$ cat config.mk
export PLATFORM = sky130hd
export DESIGN_NAME = pio_in_edge_irq_flat
export DESIGN_NICKNAME = d
export VERILOG_FILES = /design/src/rtl/pio_in_pkg.sv /design/src/rtl/pio_in_edge_irq_if.sv /design/src/rtl/pio_in_debounce.sv /design/src/rtl/pio_in_edge_irq.sv /design/src/flat_wrapper.sv
export SDC_FILE = /design/constraint.sdc
export NUM_CORES = 1
export LEC_CHECK = 0
export CORE_ASPECT_RATIO = 0.6
export CORE_MARGIN = 2
export CORE_UTILIZATION = 40
export DETAILED_ROUTE_END_ITERATION = 12
export MAX_ROUTING_LAYER = met4
export PLACE_DENSITY = 0.71
export SYNTH_ARGS = -nofsm -noshare
export SYNTH_HDL_FRONTEND = slang
export SYNTH_HIERARCHICAL = 1
export SYNTH_SLANG_ARGS = --single-unit
$ cat constraint.sdc
create_clock -name clk -period 1.15 [get_ports clk]
set_input_delay 0.345 -clock clk [delete_from_list [all_inputs] [get_ports clk]]
set_output_delay 0.345 -clock clk [all_outputs]
set_load 0.05 [all_outputs]
$ cat src/rtl/pio_in_pkg.sv
`default_nettype none
// =====================================================================
// pio_in_pkg : register map, edge-type codes and helpers for the
//              edge-capturing input PIO.
// Revision   : 1.0
// =====================================================================
package pio_in_pkg;

   localparam logic [1:0] ADDR_DATA    = 2'd0;
   localparam logic [1:0] ADDR_RSVD    = 2'd1;
   localparam logic [1:0] ADDR_IRQMASK = 2'd2;
   localparam logic [1:0] ADDR_EDGECAP = 2'd3;

   localparam int EDGE_RISE = 0;
   localparam int EDGE_FALL = 1;
   localparam int EDGE_ANY  = 2;

   // Start-up sequence of each input bit: wait for both synchroniser
   // stages to hold real samples before adopting the pin value.
   typedef enum logic [1:0] {
      PRIME_S1   = 2'd0,
      PRIME_S2   = 2'd1,
      PRIME_LOAD = 2'd2,
      PRIME_RUN  = 2'd3
   } prime_state_e;

   typedef struct packed {
      logic mask;
      logic cap;
   } wr_dec_t;

   function automatic wr_dec_t wr_decode(input logic       cs,
                                         input logic       wr_n,
                                         input logic [1:0] addr);
      wr_dec_t d;
      d.mask = cs & ~wr_n & (addr == ADDR_IRQMASK);
      d.cap  = cs & ~wr_n & (addr == ADDR_EDGECAP);
      return d;
   endfunction

   function automatic logic edge_hit(input int   edge_type,
                                     input logic cur,
                                     input logic prev);
      case (edge_type)
         EDGE_RISE: return cur & ~prev;
         EDGE_FALL: return ~cur & prev;
         default:   return cur ^ prev;
      endcase
   endfunction

endpackage
`default_nettype wire

$ cat src/rtl/pio_in_edge_irq_if.sv
`default_nettype none
// =====================================================================
// pio_in_edge_irq_if : Avalon-MM slave bundle of the input PIO
// Revision           : 1.0
// =====================================================================
interface pio_in_edge_irq_if;

   logic [1:0]  address;
   logic        chipselect;
   logic        write_n;
   logic [31:0] writedata;
   logic [31:0] readdata;
   logic        irq;

   modport master (
      output address,
      output chipselect,
      output write_n,
      output writedata,
      input  readdata,
      input  irq
   );

   modport slave (
      input  address,
      input  chipselect,
      input  write_n,
      input  writedata,
      output readdata,
      output irq
   );

endinterface
`default_nettype wire

$ cat src/rtl/pio_in_debounce.sv
`default_nettype none
// =====================================================================
// pio_in_debounce : one input bit - 2-flop synchroniser, start-up
//                   priming and optional stability counter.
// Revision        : 1.0
// =====================================================================
module pio_in_debounce
   import pio_in_pkg::*;
#(
   parameter int DEBOUNCE_CYCLES = 0
) (
   input  wire logic clk,
   input  wire logic reset,
   input  wire logic pin,
   output logic      debounced,
   output logic      primed
);

   localparam int c_cnt_w = (DEBOUNCE_CYCLES > 0) ? $clog2(DEBOUNCE_CYCLES + 1) : 1;
   localparam logic [c_cnt_w-1:0] c_limit = c_cnt_w'(DEBOUNCE_CYCLES);
   localparam logic [c_cnt_w-1:0] c_one   = c_cnt_w'(1);

   prime_state_e       r_state;
   prime_state_e       w_state_nxt;
   logic               w_load;
   logic               r_s1;
   logic               r_s2;
   logic               r_deb;
   logic [c_cnt_w-1:0] r_cnt;

   always_ff @(posedge clk) begin
      if (reset) begin
         r_state <= PRIME_S1;
      end else begin
         r_state <= w_state_nxt;
      end
   end

   always_comb begin
      w_state_nxt = r_state;
      w_load      = 1'b0;
      case (r_state)
         PRIME_S1:   w_state_nxt = PRIME_S2;
         PRIME_S2:   w_state_nxt = PRIME_LOAD;
         PRIME_LOAD: begin
            w_state_nxt = PRIME_RUN;
            w_load      = 1'b1;
         end
         default:    w_state_nxt = PRIME_RUN;
      endcase
   end

   // The value changes on the (D+1)th consecutive mismatching sample,
   // so the filter adds exactly D edges over the unfiltered path.
   always_ff @(posedge clk) begin
      if (reset) begin
         r_s1  <= 1'b0;
         r_s2  <= 1'b0;
         r_deb <= 1'b0;
         r_cnt <= '0;
      end else begin
         r_s1 <= pin;
         r_s2 <= r_s1;
         if (w_load) begin
            r_deb <= r_s2;
            r_cnt <= '0;
         end else if (r_state != PRIME_RUN) begin
            r_cnt <= '0;
         end else if (DEBOUNCE_CYCLES == 0) begin
            r_deb <= r_s2;
         end else if (r_s2 == r_deb) begin
            r_cnt <= '0;
         end else if (r_cnt == c_limit) begin
            r_deb <= r_s2;
            r_cnt <= '0;
         end else begin
            r_cnt <= r_cnt + c_one;
         end
      end
   end

   assign debounced = r_deb;
   assign primed    = (r_state == PRIME_RUN);

endmodule
`default_nettype wire

$ cat src/rtl/pio_in_edge_irq.sv
`default_nettype none
// =====================================================================
// pio_in_edge_irq : Avalon-MM input PIO with per-bit edge capture
//                   (write-1-to-clear), interrupt mask and level IRQ.
// Revision        : 1.0
// =====================================================================
module pio_in_edge_irq
   import pio_in_pkg::*;
#(
   parameter int WIDTH           = 8,
   parameter int DEBOUNCE_CYCLES = 0,
   parameter int EDGE_TYPE       = 0,
   parameter int IRQ_EN          = 1
) (
   input  wire logic             clk,
   input  wire logic             reset,
   input  wire logic [WIDTH-1:0] in_port,
   pio_in_edge_irq_if.slave      bus
);

   logic [WIDTH-1:0] w_deb;
   logic [WIDTH-1:0] w_primed;
   logic [WIDTH-1:0] w_edge;
   logic [WIDTH-1:0] w_clr;
   logic [WIDTH-1:0] r_deb_prev;
   logic [WIDTH-1:0] r_primed_prev;
   logic [WIDTH-1:0] r_cap;
   logic [WIDTH-1:0] r_mask;
   logic [31:0]      w_rd_mux;
   logic [31:0]      r_readdata;
   logic             r_irq;
   wr_dec_t          w_wr;
   logic             w_unused;

   // The priming edge loads the pin value without looking like an edge.
   generate
      for (genvar gi = 0; gi < WIDTH; gi++) begin : g_bit
         pio_in_debounce #(
            .DEBOUNCE_CYCLES (DEBOUNCE_CYCLES)
         ) u_debounce (
            .clk       (clk),
            .reset     (reset),
            .pin       (in_port[gi]),
            .debounced (w_deb[gi]),
            .primed    (w_primed[gi])
         );
         assign w_edge[gi] = r_primed_prev[gi] & edge_hit(EDGE_TYPE, w_deb[gi], r_deb_prev[gi]);
      end
   endgenerate

   assign w_wr  = wr_decode(bus.chipselect, bus.write_n, bus.address);
   assign w_clr = w_wr.cap ? bus.writedata[WIDTH-1:0] : '0;

   always_ff @(posedge clk) begin
      if (reset) begin
         r_deb_prev    <= '0;
         r_primed_prev <= '0;
         r_cap         <= '0;
      end else begin
         r_deb_prev    <= w_deb;
         r_primed_prev <= w_primed;
         r_cap         <= w_edge | (r_cap & ~w_clr);
      end
   end

   generate
      if (IRQ_EN != 0) begin : g_irq
         always_ff @(posedge clk) begin
            if (reset) begin
               r_mask <= '0;
               r_irq  <= 1'b0;
            end else begin
               if (w_wr.mask) begin
                  r_mask <= bus.writedata[WIDTH-1:0];
               end
               r_irq <= |(r_cap & r_mask);
            end
         end
      end else begin : g_no_irq
         always_ff @(posedge clk) begin
            r_mask <= '0;
            r_irq  <= 1'b0;
         end
      end
   endgenerate

   always_comb begin
      w_rd_mux = '0;
      case (bus.address)
         ADDR_DATA:    w_rd_mux[WIDTH-1:0] = w_deb;
         ADDR_RSVD:    w_rd_mux            = '0;
         ADDR_IRQMASK: w_rd_mux[WIDTH-1:0] = r_mask;
         ADDR_EDGECAP: w_rd_mux[WIDTH-1:0] = r_cap;
         default:      w_rd_mux            = '0;
      endcase
   end

   always_ff @(posedge clk) begin
      if (reset) begin
         r_readdata <= '0;
      end else begin
         r_readdata <= w_rd_mux;
      end
   end

   assign bus.readdata = r_readdata;
   assign bus.irq      = r_irq;

   // Upper write-data bits (and the mask strobe when IRQ_EN=0) go nowhere.
   assign w_unused = ^{1'b0, bus.writedata, w_wr};

endmodule
`default_nettype wire
$ cat src/flat_wrapper.sv
// flat-port wrapper written by rule: the top's interface ports become plain ports
module pio_in_edge_irq_flat import pio_in_pkg::*;
#(
   parameter int WIDTH           = 8,
   parameter int DEBOUNCE_CYCLES = 0,
   parameter int EDGE_TYPE       = 0,
   parameter int IRQ_EN          = 1
)
  (clk, reset, in_port, bus_address, bus_chipselect, bus_write_n, bus_writedata, bus_readdata, bus_irq);
  pio_in_edge_irq_if bus_i ();
  input  wire logic clk;
  input  wire logic reset;
  input  wire logic [WIDTH-1:0] in_port;
  input wire logic [$bits(bus_i.address)-1:0] bus_address;
  input wire logic [$bits(bus_i.chipselect)-1:0] bus_chipselect;
  input wire logic [$bits(bus_i.write_n)-1:0] bus_write_n;
  input wire logic [$bits(bus_i.writedata)-1:0] bus_writedata;
  output wire logic [$bits(bus_i.readdata)-1:0] bus_readdata;
  output wire logic [$bits(bus_i.irq)-1:0] bus_irq;
  assign bus_i.address = bus_address;
  assign bus_i.chipselect = bus_chipselect;
  assign bus_i.write_n = bus_write_n;
  assign bus_i.writedata = bus_writedata;
  assign bus_readdata = bus_i.readdata;
  assign bus_irq = bus_i.irq;
  pio_in_edge_irq #(.WIDTH(WIDTH), .DEBOUNCE_CYCLES(DEBOUNCE_CYCLES), .EDGE_TYPE(EDGE_TYPE), .IRQ_EN(IRQ_EN)) u_core (.clk(clk), .reset(reset), .in_port(in_port), .bus(bus_i));
endmodule
## After elaboration in Yosys (flattened, before gate mapping)

Index checks and enable logic that the tools add are counted.

- Reduce and logical (&&, ||, !) cells: 10
- Muxes and demuxes: 34
- Equality and inequality tests: 43
- Bitwise operators: 32

Operators with widths:

| cell | count |
|---|---|
| $eq 2x2->1 const B | 18 |
| $ne 2x2->1 const B | 16 |
| $pmux 2 s2 | 8 |
| $pmux 8 s4 | 1 |
| $mux 1 | 24 |
| $and 1x1->1 | 19 |
| $eq 2x1->1 const B | 9 |
| $logic_not 2->1 | 9 |
| $and 8x8->8 | 2 |
| $not 1->1 | 9 |
| $mux 8 | 1 |
| $not 8->8 | 1 |
| $or 8x8->8 | 1 |
| $reduce_or 8->1 | 1 |

- Output and inout port bits: 33
- Input port bits: 46
- Logic and storage cells: 158
- Flip-flop bits (word level): 105

## Logic depth before layout (Yosys ltp)

Gate-level depths: netlist of the first run.

- Word-level depth: 7
- Mapped depth: 5
- Depth with buffers taken out: 3

## Hierarchy

Netlist of the first run, hierarchy kept.

Modules (own cells, without submodules):

| module | area each (um^2) | times used | cells each |
|---|---|---|---|
| pio_in_edge_irq | 1704.1 | 1 | 171 |
| pio_in_debounce | 150.1 | 8 | 14 |

## Worst setup path after synthesis of the first run

OpenSTA, ideal clock, no wires.

- Kind: in2reg
- Start: input bus_address[0]
- End: register u_core.r_mask[0]
- Library setup time: 0.117 ns
- Buffers on the path: 2
- Arrival: 1.087 ns
- Stages: 5
- Required time: 1.033 ns
- Path slack: -0.054 ns
- Path through: buf_2 -> and4bb_1 -> buf_6 -> mux2i_1 -> nor2_1

- Longest elaborated chain between the ends: 2

RTL lines:

| element | RTL line | RTL |
|---|---|---|
| start, declared | flat_wrapper.sv:14 | `input wire logic [$bits(bus_i.address)-1:0] bus_address;` |
| $eq 2x2->1 | pio_in_pkg.sv:36 | `d.mask = cs & ~wr_n & (addr == ADDR_IRQMASK);` |
| $and 1x1->1 | pio_in_pkg.sv:36 |  |
| end signal, assigned | pio_in_edge_irq.sv:74 | `r_mask <= bus.writedata[WIDTH-1:0];` |
| end, declared | pio_in_edge_irq.sv:28 | `logic [WIDTH-1:0] r_mask;` |

No other way between the ends.
A chain may end at the register's enable or synchronous reset.

## Final worst setup path of the first run

- Start: register u_core.r_readdata[2], in the netlist u_core/bus.readdata[2]
- End: output bus_readdata[2]

RTL lines:

| element | RTL line | RTL |
|---|---|---|
| start, declared | pio_in_edge_irq.sv:30 | `logic [31:0] r_readdata;` |
| start signal, assigned | pio_in_edge_irq.sv:102 | `r_readdata <= w_rd_mux;` |
| end, declared | flat_wrapper.sv:18 | `output wire logic [$bits(bus_i.readdata)-1:0] bus_readdata;` |

No word-level cell between the ends.

==> flow_metrics.py, run 1 <==
metrics = {
    "status": {
        "status": "complete, but fails checks",
        "violations": "negative setup slack",
    },
    "route": {
        "wl_per_cell_um": 11.99,
        "totalWireLength_um": 5070,
        "ant_nets": 0,
        "drt_iter0_markers": 127,
        "viasPerCell": 4.459,
        "num_vias": 1886,
        "remaining_drc_errors": 0,
        "drt_pass1_iterations": 4,
    },
    "clock_network": {
        "postCtsSetupBuffers": 0,
        "cts_hold_buf": 0,
        "cts_tree": "built",
        "path_clk_slew_ns": 0.06,
        "clock-sinks": 81,
        "cts_buffers": 9,
        "cts_max_level": 3,
        "clk_latency_ns": 0.33,
        "cts-root-buf": "clkbuf_16",
        "cts_buffer_depth": 2,
    },
    "synth": {
        "synth.area.mux_share_pct": 8.269,
        "synth.ff_latch_count": 81,
        "syn_avg_cell_area_um2": 10.27,
        "synth_area_mm2": 0.002905,
        "yosys_warnings": 6,
        "ys_types": 20,
        "synth-compound-area-share_pct": 7.881,
        "synth_top_family_by_area": "simple AND/OR/NAND/NOR gates",
        "synth-seq-area-share_pct": 55.81,
        "synth_simple_gate_area_share_pct": 18.65,
        "synth_fa_ha_area_share_pct": 0,
        "synthXorXnorAreaFrac_pct": 0,
        "syn_inst": 283,
    },
    "critical_path": {
        "crit_required_ns": 0.81,
        "max_stage_delay_ns": 0.36,
        "worstPathArrival_ns": 0.82,
        "worst_path_max_delay_cell": "dfxtp_2",
        "r2r_start": "u_core/r_mask[6]",
        "endpoint_kind": "output pin",
        "ff2ff_setup_slack_ns": 0.17,
        "path_max_fanout": 1,
        "critPathLaunchType": "flip-flop",
        "cp_top_family": "flip-flops",
        "crit_chain": "buf_12",
        "rr_worst_depth": 3,
        "path_depth": 1,
        "path_buf_inv": 1,
        "criticalPathCategory": "reg2out",
        "r2r_end": "u_core/bus.readdata[6]",
    },
    "finish": {
        "n_antenna_cell": 0,
        "layout.nets": 373,
        "area_growth_pct": 27.43,
        "drive_gt1_share_pct": 18.98,
        "fin_area_mm2": 0.003702,
    },
    "pwr": {
        "power_frac_comb_pct": 8.2,
        "seqPwrFrac_pct": 46.8,
        "power_switching_w": 0.001391,
        "p_leak_nw": 1.509,
        "cellInternalPower_w": 0.004965,
        "power_frac_clock_pct": 45.0,
        "netSwitchingFraction_pct": 21.88,
        "peakVddDrop_uv": 531.9,
        "power_density_mw_per_mm2": 1717,
    },
    "timing": {
        "holdWs_ns": 0.4103,
        "worst_slack_ns": -0.01822,
        "hold_viol_final": 0,
        "maxSlewViolCount": 0,
        "layout_min_cycle_time_ns": 1.168,
        "setup-violations-final": 1,
        "fin_crit_sh_pct": 101.6,
        "clock_skew_ns": 0.004773,
        "rsz0062_at_grt": "yes",
        "max_freq_mhz": 856.0,
    },
    "floorplanning": {
        "dieHeight_um": 70.02,
        "start_util_pct": 40.65,
        "die_w_um": 114.0,
        "rows": 24,
        "core_mm2": 0.007147,
        "die-area_mm2": 0.007983,
        "ios": 79,
    },
    "global_route": {
        "overflow": 0,
        "grt_pass1_wl_um": 8390,
        "grt_pass1_vias": 1803,
        "grt_max_degree": 31,
        "antenna_found_initial": 0,
        "track_usage_pct": 14.33,
    },
    "min_path": {
        "worstHoldEndpoint": "u_core/g_bit[5].u_debounce/r_s1",
        "min_path_type": "in2reg",
        "hold_depth": 3,
        "hp-start": "reset",
    },
    "placement": {
        "routabilityCongestion": 0.7626,
        "hpwl_um": 3573,
        "portBuffers": 30,
        "placed_area_mm2": 0.003374,
    },
    "run": {
        "maxCapViolCount": 0,
    },
}
stage by stage:
step | TNS, ns | utilization, % | worst slack, ns | cells | total power, W
finish | -0.01822 | 51.80 | -0.01822 | 423 | 0.006356
global route | -0.2045 | 51.80 | -0.04744 | 423 | 0.006617
CTS | -0.09353 | 51.77 | -0.03203 | 423 | 0.006440
detailed placement | -11.86 | 47.22 | -0.5683 | 407 | 0.003556
global placement | -11.36 | 47.22 | -0.5276 | 407 | 0.003538
floorplan | -0.3192 | - | -0.04593 | 306 | 0.003439
worst min-delay path: stages:
cell and delay [ns]:
buf_2 0.11, buf_4 0.18, nor2b_1 0.06
per-layer routing:
metal / share of wire [%] / wire, um / global-route usage, %
met1: 48 / 2440 / 17.77
met2: 44 / 2239 / 20.70
met3: 6.4 / 326 / 6.597
met4: 1.2 / 63 / 4.878
met5: 0 / 0 / -
flip-flops by register name, summed over array words and instances, names as in the netlist:
register / flops
u_core/r_deb_prev: 8
u_core/g_bit.u_debounce/r_state: 16
u_core/r_mask: 8
u_core/g_bit.u_debounce/r_s2: 8
u_core/g_bit.u_debounce/debounced: 8
u_core/bus.readdata: 8
u_core/bus.irq: 1
u_core/g_bit.u_debounce/r_s1: 8
u_core/r_cap: 8
u_core/r_primed_prev: 8
layout make-up:
class,instances,area (um2)
inverter,8,30.03
sequential,81,1633
fill,640,3445
clock inverter,2,35.03
clock buffer,14,274.0
tap,91,113.9
multi-input combinational,184,1111
timing repair buffer,43,505.5
Yosys cell counts, drive strengths merged:
library cell	instances	share of area, %
dfxtp	81	56
nand2	8	1.0
clkbuf	1	0.13
and4bb	1	0.43
buf	32	8.1
or2	8	1.7
conb	1	0.13
inv	8	1.0
a41oi	1	0.30
a22oi	4	1.0
a22o	8	2.4
nor2	32	4.1
and4b	1	0.39
and2	9	2.3
mux2i	24	8.3
nor2b	40	8.6
a21oi	24	4.1
how the worst max path moves through the flow:
stage                                      start                     end  slack, ns
after floorplan                   bus_address[0]        u_core/r_mask[0]      -0.05
after global placement            bus_address[1]  u_core/bus.readdata[0]      -0.53
after detailed placement          bus_address[1]  u_core/bus.readdata[0]      -0.57
after CTS                 u_core/bus.readdata[2]         bus_readdata[2]      -0.03
after global routing      u_core/bus.readdata[2]         bus_readdata[2]      -0.05
final                     u_core/bus.readdata[2]         bus_readdata[2]      -0.02
power by group through the flow:
stage                     Clock (W)  Combinational (W)  Sequential [W]
after global routing        0.00307           0.000562         0.00299
after floorplan                   0           0.000414         0.00302
after global placement            0           0.000509         0.00303
final                       0.00286           0.000521         0.00297
after detailed placement          0           0.000521         0.00304
after CTS                   0.00294           0.000521         0.00297
cell usage in the layout (no fill, tap or decap), drive strengths merged:
cell / n
buf: 23
a22oi: 4
and4bb: 1
nand2: 8
or2: 8
clkdlybuf4s15: 2
and4b: 1
clkinv: 1
a21oi: 24
a41oi: 1
a22o: 8
conb: 24
dlygate4sd2: 1
clkbuf: 15
bufinv: 1
inv: 8
nor2b: 40
nor2: 32
mux2i: 24
dfxtp: 81
and2: 9
clkdlybuf4s50: 16
cells by family (layout without fill, tap and decap cells):
family / count (synthesis) / count (layout)
AND/OR/NAND/NOR: 99 / 99
buffers and inverters: 41 / 67
flip-flops: 81 / 81
AO/OA/AOI/OAI: 37 / 37
other: 1 / 24
multiplexers: 24 / 24
timing repair:
action                     4_1_cts  5_1_grt
resized for setup               16        5
setup endpoints to repair       33       12
pin swaps                        1        2
(Power assumes the default switching activity.)
==> run 2, diff against run 1 <==
- CAP_MARGIN: unset -> 20
==> results of run 2 <==
Same layout as run 1: the final DEF is identical, and so are final timing and power.
==> run 3, diff against run 2 <==
- PLACE_DENSITY: 0.71 -> 0.75
==> run 3 against run 2 <==
The run still ends with negative setup slack left. Combinational power shrank 1%. Die area is the same. Wire length shrank 2.2%. Final area grew 0.14%. Non-clock buffer count shrank 2. Cell count shrank 0.47%. Via count shrank 1.6%. Clock-buffer cell count shrank 5. Sequential power is essentially flat. Critical path depth is the same. Clock power grew 2%. Register-to-register slack gained 0.02 ns.
==> flow_metrics.py, run 3 (synthesis gave the netlist of run 1 again) <==
metrics = {
    "placement": {
        "pre_cts_slack_ns": -0.5515,
        "hpwl_um": 3444,
        "routabilityCongestion": 0.7755,
        "portBuffers": 30,
    },
    "route": {
        "remaining_drc_errors": 0,
        "num_vias": 1856,
        "wl_per_cell_um": 11.78,
        "drt_iter0_markers": 46,
        "drt_pass1_iterations": 4,
        "ant_nets": 0,
        "totalWireLength_um": 4960,
        "viasPerCell": 4.409,
    },
    "clock_network": {
        "cts-root-buf": "clkbuf_16",
        "cts_max_level": 3,
        "clk_latency_ns": 0.33,
        "clock-sinks": 81,
        "cts_buffers": 9,
        "cts_tree": "built",
        "cts_buffer_depth": 2,
        "cts_hold_buf": 0,
        "path_clk_slew_ns": 0.06,
    },
    "finish": {
        "seq_area_mm2": 0.001633,
        "drive_gt1_share_pct": 20.00,
        "n_antenna_cell": 0,
        "multiInputGateArea_mm2": 0.001126,
        "fillers": 637,
        "area_growth_pct": 27.61,
        "layout.nets": 371,
        "max_flop_register": "u_core/g_bit.u_debounce/r_state",
        "final_cell_mix": "dfxtp_1, nor2b_1, nor2_1",
        "final_common_cell": "dfxtp_1",
        "largest_register_ffs": 16,
    },
    "timing": {
        "maxSlewViolCount": 0,
        "layout_min_cycle_time_ns": 1.163,
        "hold_viol_final": 0,
        "max_freq_mhz": 860.0,
        "fin_crit_sh_pct": 101.1,
        "setup-violations-final": 4,
        "clock_skew_ns": 0.004606,
        "worst_slack_ns": -0.01277,
        "rsz0062_at_grt": "yes",
    },
    "critical_path": {
        "endpoint_kind": "output pin",
        "crit_required_ns": 0.81,
        "r2r_start": "u_core/r_mask[0]",
        "worstPathArrival_ns": 0.82,
        "max_stage_delay_ns": 0.35,
        "crit_chain": "buf_12",
        "cp-startpoint": "u_core/bus.readdata[2]",
        "path_buf_inv": 1,
        "worst_path_max_delay_cell": "dfxtp_2",
        "path_depth": 1,
        "path_max_fanout": 1,
        "criticalPathCategory": "reg2out",
        "rr_worst_depth": 3,
        "critPathLaunchType": "flip-flop",
        "cp_top_family": "flip-flops",
    },
    "min_path": {
        "hp-start": "reset",
        "min_path_type": "in2reg",
        "hold_depth": 3,
    },
    "status": {
        "status": "complete, but fails checks",
        "violations": "negative setup slack",
    },
    "global_route": {
        "grt_pass1_wl_um": 8452,
        "grt_pass1_vias": 1784,
        "antenna_found_initial": 0,
        "overflow": 0,
        "grt_max_degree": 37,
        "track_usage_pct": 14.42,
    },
    "pwr": {
        "power_density_mw_per_mm2": 1732,
        "fin_total_pwr_w": 0.006420,
        "p_leak_nw": 1.507,
        "peakVddDrop_uv": 1084,
    },
    "floorplanning": {
        "ios": 79,
        "start_util_pct": 40.65,
        "die-area_mm2": 0.007983,
        "dieHeight_um": 70.02,
        "core_mm2": 0.007147,
        "die_w_um": 114.0,
        "rows": 24,
    },
    "run": {
        "maxCapViolCount": 0,
    },
}
## run 3: cell types whose count changed in the layout (fill, tap and decap cells not counted), moves of 2 or more
cell | previous run | this run
a21oi_1 | 23 | 18
a21oi_2 | 1 | 6
clkinv_2 | 1 | 5
clkbuf_8 | 3 | 0
buf_4 | 10 | 8
clkbuf_1 | 2 | 0
## run 3: power by group
part,internal (W),total [W],switching [W]
registers,0.00291,0.00297,0.0000618
clock network,0.00188,0.00293,0.00105
logic,0.000195,0.000516,0.000321
## run 3: layer usage
metal	GRT usage, %	share of wire [%]
met1	17.62	48
met5	-	0
met4	4.472	1.3
met3	7.639	6.6
met2	20.57	44
## run 3: area by class of cell
cell class              count  share of cell area (%)
clock buffers               9                   6.075
repair buffers             41                   13.33
flip-flops and latches     81                   44.04
well taps                  91                   3.071
clock inverters             7                   2.295
multi-input cells         184                   30.37
inverters                   8                  0.8100
## run 3: through the flow
step | util, % | TNS [ns] | instance area (um2) | hold slack (ns) | cells
after detailed placement | 46.90 | -11.35 | 3352 | 0.4274 | 404
after global routing | 51.87 | -0.2833 | 3707 | 0.4315 | 421
after CTS | 51.79 | -0.1703 | 3701 | 0.4124 | 421
final | 51.87 | -0.03591 | 3707 | 0.4226 | 421
after floorplan | - | -0.3192 | 3002 | 0.4138 | 306
after global placement | 46.90 | -11.01 | 3352 | 0.4190 | 404
## run 3: repair_timing
action | 4_1_cts | 5_1_grt
endpoints found under the setup margin | 33 | 12
pin swaps | 2 | 1
cloned | 0 | 0
gates resized for setup | 20 | 3
buffers inserted | 1 | 0
## run 3: path summary, 6_finish.rpt
| kind | end | slack (ns) |
|---|---|---|
| max | bus_readdata[2] | -0.01 |
| min | u_core/g_bit[0].u_debounce/r_s1 | 0.42 |
| max reg2reg | u_core/bus.readdata[0] | 0.19 |
| min reg2reg | u_core/g_bit[6].u_debounce/r_s2 | 0.44 |
## run 3: tightest hold or removal path, stage by stage
cell     delay (ns)
buf_2          0.10
buf_12         0.19
nor2b_1        0.06
